### src/rtl/cpu_pkg.sv
// Shared constants and types for the accumulator CPU control path.
package cpu_pkg;

  localparam logic [3:0] OP_NOP = 4'h0;
  localparam logic [3:0] OP_LDA = 4'h1;
  localparam logic [3:0] OP_STA = 4'h2;
  localparam logic [3:0] OP_ADD = 4'h3;
  localparam logic [3:0] OP_SUB = 4'h4;
  localparam logic [3:0] OP_JMP = 4'h5;
  localparam logic [3:0] OP_JZ  = 4'h6;
  localparam logic [3:0] OP_LDI = 4'h7;
  localparam logic [3:0] OP_HLT = 4'hF;

  typedef enum logic [2:0] {
    S_FETCH  = 3'd0,
    S_FWAIT  = 3'd1,
    S_DECODE = 3'd2,
    S_MEM    = 3'd3,
    S_HALT   = 3'd4
  } state_t;

  localparam logic [1:0] ACC_SEL_ALU = 2'b00;
  localparam logic [1:0] ACC_SEL_MEM = 2'b01;
  localparam logic [1:0] ACC_SEL_IMM = 2'b10;

  localparam logic [1:0] ALU_PASS = 2'b00;
  localparam logic [1:0] ALU_ADD  = 2'b01;
  localparam logic [1:0] ALU_SUB  = 2'b10;

  // NOP is the only opcode that raises no class flag.
  typedef struct packed {
    logic mem_read;
    logic mem_write;
    logic alu;
    logic jump;
    logic cond_jump;
    logic imm;
    logic halt;
    logic illegal;
  } op_class_t;

endpackage

### src/rtl/control_sequencer_if.sv
// Signals between the control sequencer and the datapath/memory it steers.
interface control_sequencer_if;
  logic [15:0] instr_in;
  logic        acc_zero;
  logic        mem_ready;
  logic        pc_inc;
  logic        pc_load;
  logic        ir_load;
  logic        mar_load;
  logic        mar_sel;
  logic        acc_load;
  logic [1:0]  acc_sel;
  logic [1:0]  alu_op;
  logic        mem_rd;
  logic        mem_wr;
  logic        halted;
  logic        illegal_op;
  logic        bus_error;

  modport master (
    input  instr_in, acc_zero, mem_ready,
    output pc_inc, pc_load, ir_load, mar_load, mar_sel, acc_load, acc_sel,
           alu_op, mem_rd, mem_wr, halted, illegal_op, bus_error
  );

  modport slave (
    output instr_in, acc_zero, mem_ready,
    input  pc_inc, pc_load, ir_load, mar_load, mar_sel, acc_load, acc_sel,
           alu_op, mem_rd, mem_wr, halted, illegal_op, bus_error
  );
endinterface

### src/rtl/opcode_decoder.sv
// Combinational opcode classifier feeding the control sequencer.
module opcode_decoder
  import cpu_pkg::*;
(
  input  logic [3:0] opcode,
  output op_class_t  op_class
);

  always_comb begin
    op_class = '0;
    case (opcode)
      OP_NOP: ;
      OP_LDA: op_class.mem_read  = 1'b1;
      OP_ADD: op_class.alu       = 1'b1;
      OP_SUB: op_class.alu       = 1'b1;
      OP_STA: op_class.mem_write = 1'b1;
      OP_JMP: op_class.jump      = 1'b1;
      OP_JZ:  op_class.cond_jump = 1'b1;
      OP_LDI: op_class.imm       = 1'b1;
      OP_HLT: op_class.halt      = 1'b1;
      default: op_class.illegal  = 1'b1;
    endcase
  end

endmodule

### src/rtl/control_sequencer.sv
// Fetch/decode/execute sequencer for the 16-bit accumulator CPU: drives the
// datapath load strobes and the memory handshake with a wait-state timeout.
module control_sequencer
  import cpu_pkg::*;
#(
  parameter int MEM_TIMEOUT = 255
) (
  input logic                 clk,
  input logic                 rst_n,
  control_sequencer_if.master bus
);

  localparam logic [7:0] WAIT_LIMIT = 8'(MEM_TIMEOUT - 1);

  state_t     state;
  logic [7:0] wait_cnt;
  logic       bus_error_q;
  logic [3:0] opcode;
  op_class_t  op;
  logic       timeout;

  logic       pc_inc_c, pc_load_c, ir_load_c, mar_load_c, mar_sel_c;
  logic       acc_load_c, mem_rd_c, mem_wr_c, halted_c, illegal_op_c;
  logic [1:0] acc_sel_c, alu_op_c;

  assign opcode = bus.instr_in[15:12];

  opcode_decoder u_decoder (
    .opcode   (opcode),
    .op_class (op)
  );

  // Ready in the limit cycle still completes the access.
  assign timeout = !bus.mem_ready && (wait_cnt == WAIT_LIMIT);

  always_ff @(posedge clk) begin
    if (!rst_n) begin
      state       <= S_FETCH;
      wait_cnt    <= '0;
      bus_error_q <= 1'b0;
    end else begin
      case (state)
        S_FETCH: begin
          wait_cnt <= '0;
          state    <= S_FWAIT;
        end
        S_FWAIT: begin
          if (bus.mem_ready) begin
            state <= S_DECODE;
          end else if (timeout) begin
            bus_error_q <= 1'b1;
            state       <= S_HALT;
          end else begin
            wait_cnt <= wait_cnt + 8'd1;
          end
        end
        S_DECODE: begin
          wait_cnt <= '0;
          if (op.mem_read || op.mem_write || op.alu) begin
            state <= S_MEM;
          end else if (op.halt) begin
            state <= S_HALT;
          end else begin
            state <= S_FETCH;
          end
        end
        S_MEM: begin
          if (bus.mem_ready) begin
            state <= S_FETCH;
          end else if (timeout) begin
            bus_error_q <= 1'b1;
            state       <= S_HALT;
          end else begin
            wait_cnt <= wait_cnt + 8'd1;
          end
        end
        S_HALT:  state <= S_HALT;
        default: state <= S_FETCH;
      endcase
    end
  end

  always_comb begin
    pc_inc_c     = 1'b0;
    pc_load_c    = 1'b0;
    ir_load_c    = 1'b0;
    mar_load_c   = 1'b0;
    mar_sel_c    = 1'b0;
    acc_load_c   = 1'b0;
    acc_sel_c    = ACC_SEL_ALU;
    alu_op_c     = ALU_PASS;
    mem_rd_c     = 1'b0;
    mem_wr_c     = 1'b0;
    halted_c     = 1'b0;
    illegal_op_c = 1'b0;
    case (state)
      S_FETCH: mar_load_c = 1'b1;
      S_FWAIT: begin
        mem_rd_c = 1'b1;
        if (bus.mem_ready) begin
          ir_load_c = 1'b1;
          pc_inc_c  = 1'b1;
        end
      end
      S_DECODE: begin
        if (op.imm) begin
          acc_load_c = 1'b1;
          acc_sel_c  = ACC_SEL_IMM;
        end
        if (op.jump)      pc_load_c = 1'b1;
        if (op.cond_jump) pc_load_c = bus.acc_zero;
        if (op.mem_read || op.mem_write || op.alu) begin
          mar_load_c = 1'b1;
          mar_sel_c  = 1'b1;
        end
        if (op.illegal)   illegal_op_c = 1'b1;
      end
      S_MEM: begin
        if (op.mem_write) mem_wr_c = 1'b1;
        else              mem_rd_c = 1'b1;
        if (bus.mem_ready && !op.mem_write) begin
          acc_load_c = 1'b1;
          if (op.alu) begin
            acc_sel_c = ACC_SEL_ALU;
            alu_op_c  = (opcode == OP_SUB) ? ALU_SUB : ALU_ADD;
          end else begin
            acc_sel_c = ACC_SEL_MEM;
          end
        end
      end
      S_HALT:  halted_c = 1'b1;
      default: ;
    endcase
  end

  // Reset silences every output immediately, dropping any pending request.
  assign bus.pc_inc     = rst_n & pc_inc_c;
  assign bus.pc_load    = rst_n & pc_load_c;
  assign bus.ir_load    = rst_n & ir_load_c;
  assign bus.mar_load   = rst_n & mar_load_c;
  assign bus.mar_sel    = rst_n & mar_sel_c;
  assign bus.acc_load   = rst_n & acc_load_c;
  assign bus.acc_sel    = rst_n ? acc_sel_c : 2'b00;
  assign bus.alu_op     = rst_n ? alu_op_c : 2'b00;
  assign bus.mem_rd     = rst_n & mem_rd_c;
  assign bus.mem_wr     = rst_n & mem_wr_c;
  assign bus.halted     = rst_n & halted_c;
  assign bus.illegal_op = rst_n & illegal_op_c;
  assign bus.bus_error  = rst_n & bus_error_q;

endmodule

### src/flat_wrapper.sv
// flat-port wrapper written by rule: the top's interface ports become plain ports
module control_sequencer_flat import cpu_pkg::*;
#(
  parameter int MEM_TIMEOUT = 255
)
  (clk, rst_n, bus_instr_in, bus_acc_zero, bus_mem_ready, bus_pc_inc, bus_pc_load, bus_ir_load, bus_mar_load, bus_mar_sel, bus_acc_load, bus_acc_sel, bus_alu_op, bus_mem_rd, bus_mem_wr, bus_halted, bus_illegal_op, bus_bus_error);
  control_sequencer_if bus_i ();
  input logic clk;
  input logic rst_n;
  input wire logic [$bits(bus_i.instr_in)-1:0] bus_instr_in;
  input wire logic [$bits(bus_i.acc_zero)-1:0] bus_acc_zero;
  input wire logic [$bits(bus_i.mem_ready)-1:0] bus_mem_ready;
  output wire logic [$bits(bus_i.pc_inc)-1:0] bus_pc_inc;
  output wire logic [$bits(bus_i.pc_load)-1:0] bus_pc_load;
  output wire logic [$bits(bus_i.ir_load)-1:0] bus_ir_load;
  output wire logic [$bits(bus_i.mar_load)-1:0] bus_mar_load;
  output wire logic [$bits(bus_i.mar_sel)-1:0] bus_mar_sel;
  output wire logic [$bits(bus_i.acc_load)-1:0] bus_acc_load;
  output wire logic [$bits(bus_i.acc_sel)-1:0] bus_acc_sel;
  output wire logic [$bits(bus_i.alu_op)-1:0] bus_alu_op;
  output wire logic [$bits(bus_i.mem_rd)-1:0] bus_mem_rd;
  output wire logic [$bits(bus_i.mem_wr)-1:0] bus_mem_wr;
  output wire logic [$bits(bus_i.halted)-1:0] bus_halted;
  output wire logic [$bits(bus_i.illegal_op)-1:0] bus_illegal_op;
  output wire logic [$bits(bus_i.bus_error)-1:0] bus_bus_error;
  assign bus_i.instr_in = bus_instr_in;
  assign bus_i.acc_zero = bus_acc_zero;
  assign bus_i.mem_ready = bus_mem_ready;
  assign bus_pc_inc = bus_i.pc_inc;
  assign bus_pc_load = bus_i.pc_load;
  assign bus_ir_load = bus_i.ir_load;
  assign bus_mar_load = bus_i.mar_load;
  assign bus_mar_sel = bus_i.mar_sel;
  assign bus_acc_load = bus_i.acc_load;
  assign bus_acc_sel = bus_i.acc_sel;
  assign bus_alu_op = bus_i.alu_op;
  assign bus_mem_rd = bus_i.mem_rd;
  assign bus_mem_wr = bus_i.mem_wr;
  assign bus_halted = bus_i.halted;
  assign bus_illegal_op = bus_i.illegal_op;
  assign bus_bus_error = bus_i.bus_error;
  control_sequencer #(.MEM_TIMEOUT(MEM_TIMEOUT)) u_core (.clk(clk), .rst_n(rst_n), .bus(bus_i));
endmodule
### config.mk
export PLATFORM = sky130hd
export DESIGN_NAME = control_sequencer_flat
export DESIGN_NICKNAME = d
export VERILOG_FILES = /design/src/rtl/cpu_pkg.sv /design/src/rtl/control_sequencer_if.sv /design/src/rtl/opcode_decoder.sv /design/src/rtl/control_sequencer.sv /design/src/flat_wrapper.sv
export SDC_FILE = /design/constraint.sdc
export NUM_CORES = 1
export LEC_CHECK = 0
export CAP_MARGIN = 20
export CORE_MARGIN = 2
export CORE_UTILIZATION = 25
export CTS_BUF_LIST = sky130_fd_sc_hd__clkbuf_4 sky130_fd_sc_hd__clkbuf_8
export DETAILED_ROUTE_END_ITERATION = 16
export PLACE_DENSITY = 0.49
export SLEW_MARGIN = 15
export SYNTH_ARGS = -nofsm -noshare
export SYNTH_HDL_FRONTEND = slang
export SYNTH_SLANG_ARGS = --single-unit
### constraint.sdc
create_clock -name clk -period 2.1 [get_ports clk]
set_clock_uncertainty 0.2 [all_clocks]
set_input_delay 0.42 -clock clk [delete_from_list [all_inputs] [get_ports clk]]
set_output_delay 0.42 -clock clk [all_outputs]
set_load 0.005 [all_outputs]
==> results.cfg <==
[logic_synthesis]
netlist.top_cell.by_area = dfxtp_1
synth_fp_nets = 127
ys_seq_area_share_pct = 29.0
synth_ff_type = dfxtp_1
netlist.area_leader.share_pct = 29.0
synth_area_leaders = dfxtp_1, o21ai_0, nand2_1
yosysUniqueCellTypes = 39
syn-cell-area_um2 = 827
synth_cells = 105
synth_edf_count = 0
synth-seq-cells = 12
async_flop_share_pct = 0
avgSynthCellArea_um2 = 7.88
yosys_warnings = 0
synthTopCellsByCount = dfxtp_1, nand2_1, o21ai_0

[detailed_routing]
ant_nets = 0
via_count = 935
wl_per_cell_um = 11.1
routed_wl_um = 2240
drt_iter0_drc = 25
first_pass_iters = 4
drc = 0
avgViaCountPerCell = 4.63

[global_route]
antenna_found_initial = 0
grt_usage_pct = 12.7
grt_max_degree = 9
grt_pass1_wl_um = 3710
grt_overflow_total = 0
grt_pass1_vias = 878

[sta]
max-slew-margin-rel_pct = 51.9
slew_viol_final = 0
fmax_mhz = 486
whs_ns = 0.260
fin_crit_sh_pct = 97.9
hold_violations = 0
tightestPinTransition_ns = 0.714
fin_crit_ns = 2.06
tns_ns = 0
finalSetupViolCount = 0
timing.final.ws_setup_ns = 0.0444

[die]
pin_count = 35
die_area_um2 = 3780
dieWidth_um = 61.5
initial_core_util_pct = 26.7
placementRows = 20
die_h_um = 61.5
core_area_um2 = 3100

[final_layout]
antenna_cells = 0
regArea_um2 = 246
fin_nets = 181
fin_util_pct = 44.4
synthToLayoutAreaGrowth_pct = 66.6
multi_input_area_um2 = 604
design_area_um2 = 1380
layout-drive-gt1-share_pct = 47.5
n_fill_cell = 338
final_cells = 202

[clock_network]
cts_tree = yes
path_clk_slew_ns = 0.07
clock-root-buffer = clkbuf_4
cts.sinks = 12
h-tree-depth = 1
clock_latency_ns = 0.27
cts_buffers = 3
clockBufferDepth = 2

[placed_design]
post_dp_cell_area_um2 = 1270
dp_cells = 194
portBuffers = 22
dpl_worst_slack_ns = -0.832
hpwl_um = 1790
place_congestion = 0.778

[power_and_ir_drop]
p_leak_nw = 0.590
vdd_drop_max_v = 0.000278
power_uw = 592
power.density_nw_per_um2 = 430

[job]
drv_cap = 0

[worst_setup_path]
end_kind = primary output
crit_required_ns = 1.48
crit_type = primary input to primary output
arrival_ns = 1.44
startpoint_type = primary input
crit_fanout = 3

[worst_hold_path]
hold_path.class = register to register

[run_status]
outcome = finished, final reports clean
[layer usage]
metal  global-route usage (%)  up-vias  part of all wire (%)
li1                         -      492                     -
met1                     15.4      421                    45
met2                     23.6       18                    49
met3                     1.26        4                   5.4
met4                     3.65        0                   1.2
met5                        0        -                     0
[final cells by class]
class,count,area share (%)
multi-input combinational,85,43.9
timing repair buffer,55,31.1
sequential,12,17.9
tap,44,4.00
clock buffer,4,2.63
inverter,2,0.545
[layout by cell type (no fill, tap or decap), types with 3 or more instances in the layout]
master,n
buf_4,32
nand2_1,11
o21ai_0,11
dfxtp_1,9
buf_2,8
dlygate4sd2_1,7
or3_1,6
nor2_1,6
a21oi_1,6
nand4_1,4
nand3_1,3
and3_1,3
clkbuf_4,3
clkdlybuf4s15_2,3
[power by group]
| group | internal (mW) | switching [mW] | leakage, nW |
|---|---|---|---|
| Sequential | 0.236 | 0.00879 | 0.0987 |
| Combinational | 0.0902 | 0.0744 | 0.470 |
| Clock | 0.105 | 0.0775 | 0.0210 |
[path summary, 6_finish.rpt]
path,depth (start not counted),to,start,slack [ns]
worst max-delay path,8,bus_acc_load,bus_instr_in[15],0.04
worst min-delay path,1,u_core.bus_error_q,u_core.bus_error_q,0.26
worst max register to register,7,u_core.wait_cnt[0],u_core.wait_cnt[0],0.23
worst min register to register,1,u_core.bus_error_q,u_core.bus_error_q,0.26
[state kept, by name, summed over array words and instances, names as in the netlist]
name                cells
u_core.wait_cnt         8
u_core.state            3
u_core.bus_error_q      1
[critical path, cell delays in order]
cell	delay (ns)
clkdlybuf4s15_2	0.21
buf_6	0.13
inv_2	0.06
buf_4	0.10
nand4_1	0.10
buf_4	0.17
o21ai_2	0.12
buf_2	0.13
[repair_timing]
item	in CTS	in global routing
pin swaps	9	2
setup endpoints to repair	16	9
hold buffers	0	0
resized for setup	70	9
buffers inserted	5	1
[cells by family after synthesis]
logic type	synth area share, %
XOR/XNOR	1.06
AND/OR/NAND/NOR	37.2
multiplexers	1.36
buffers and inverters	6.66
flip-flops	29.0
AO/OA/AOI/OAI	21.6
adder cells (fa/ha/maj)	3.03
Power figures use the tool's default switching activity.
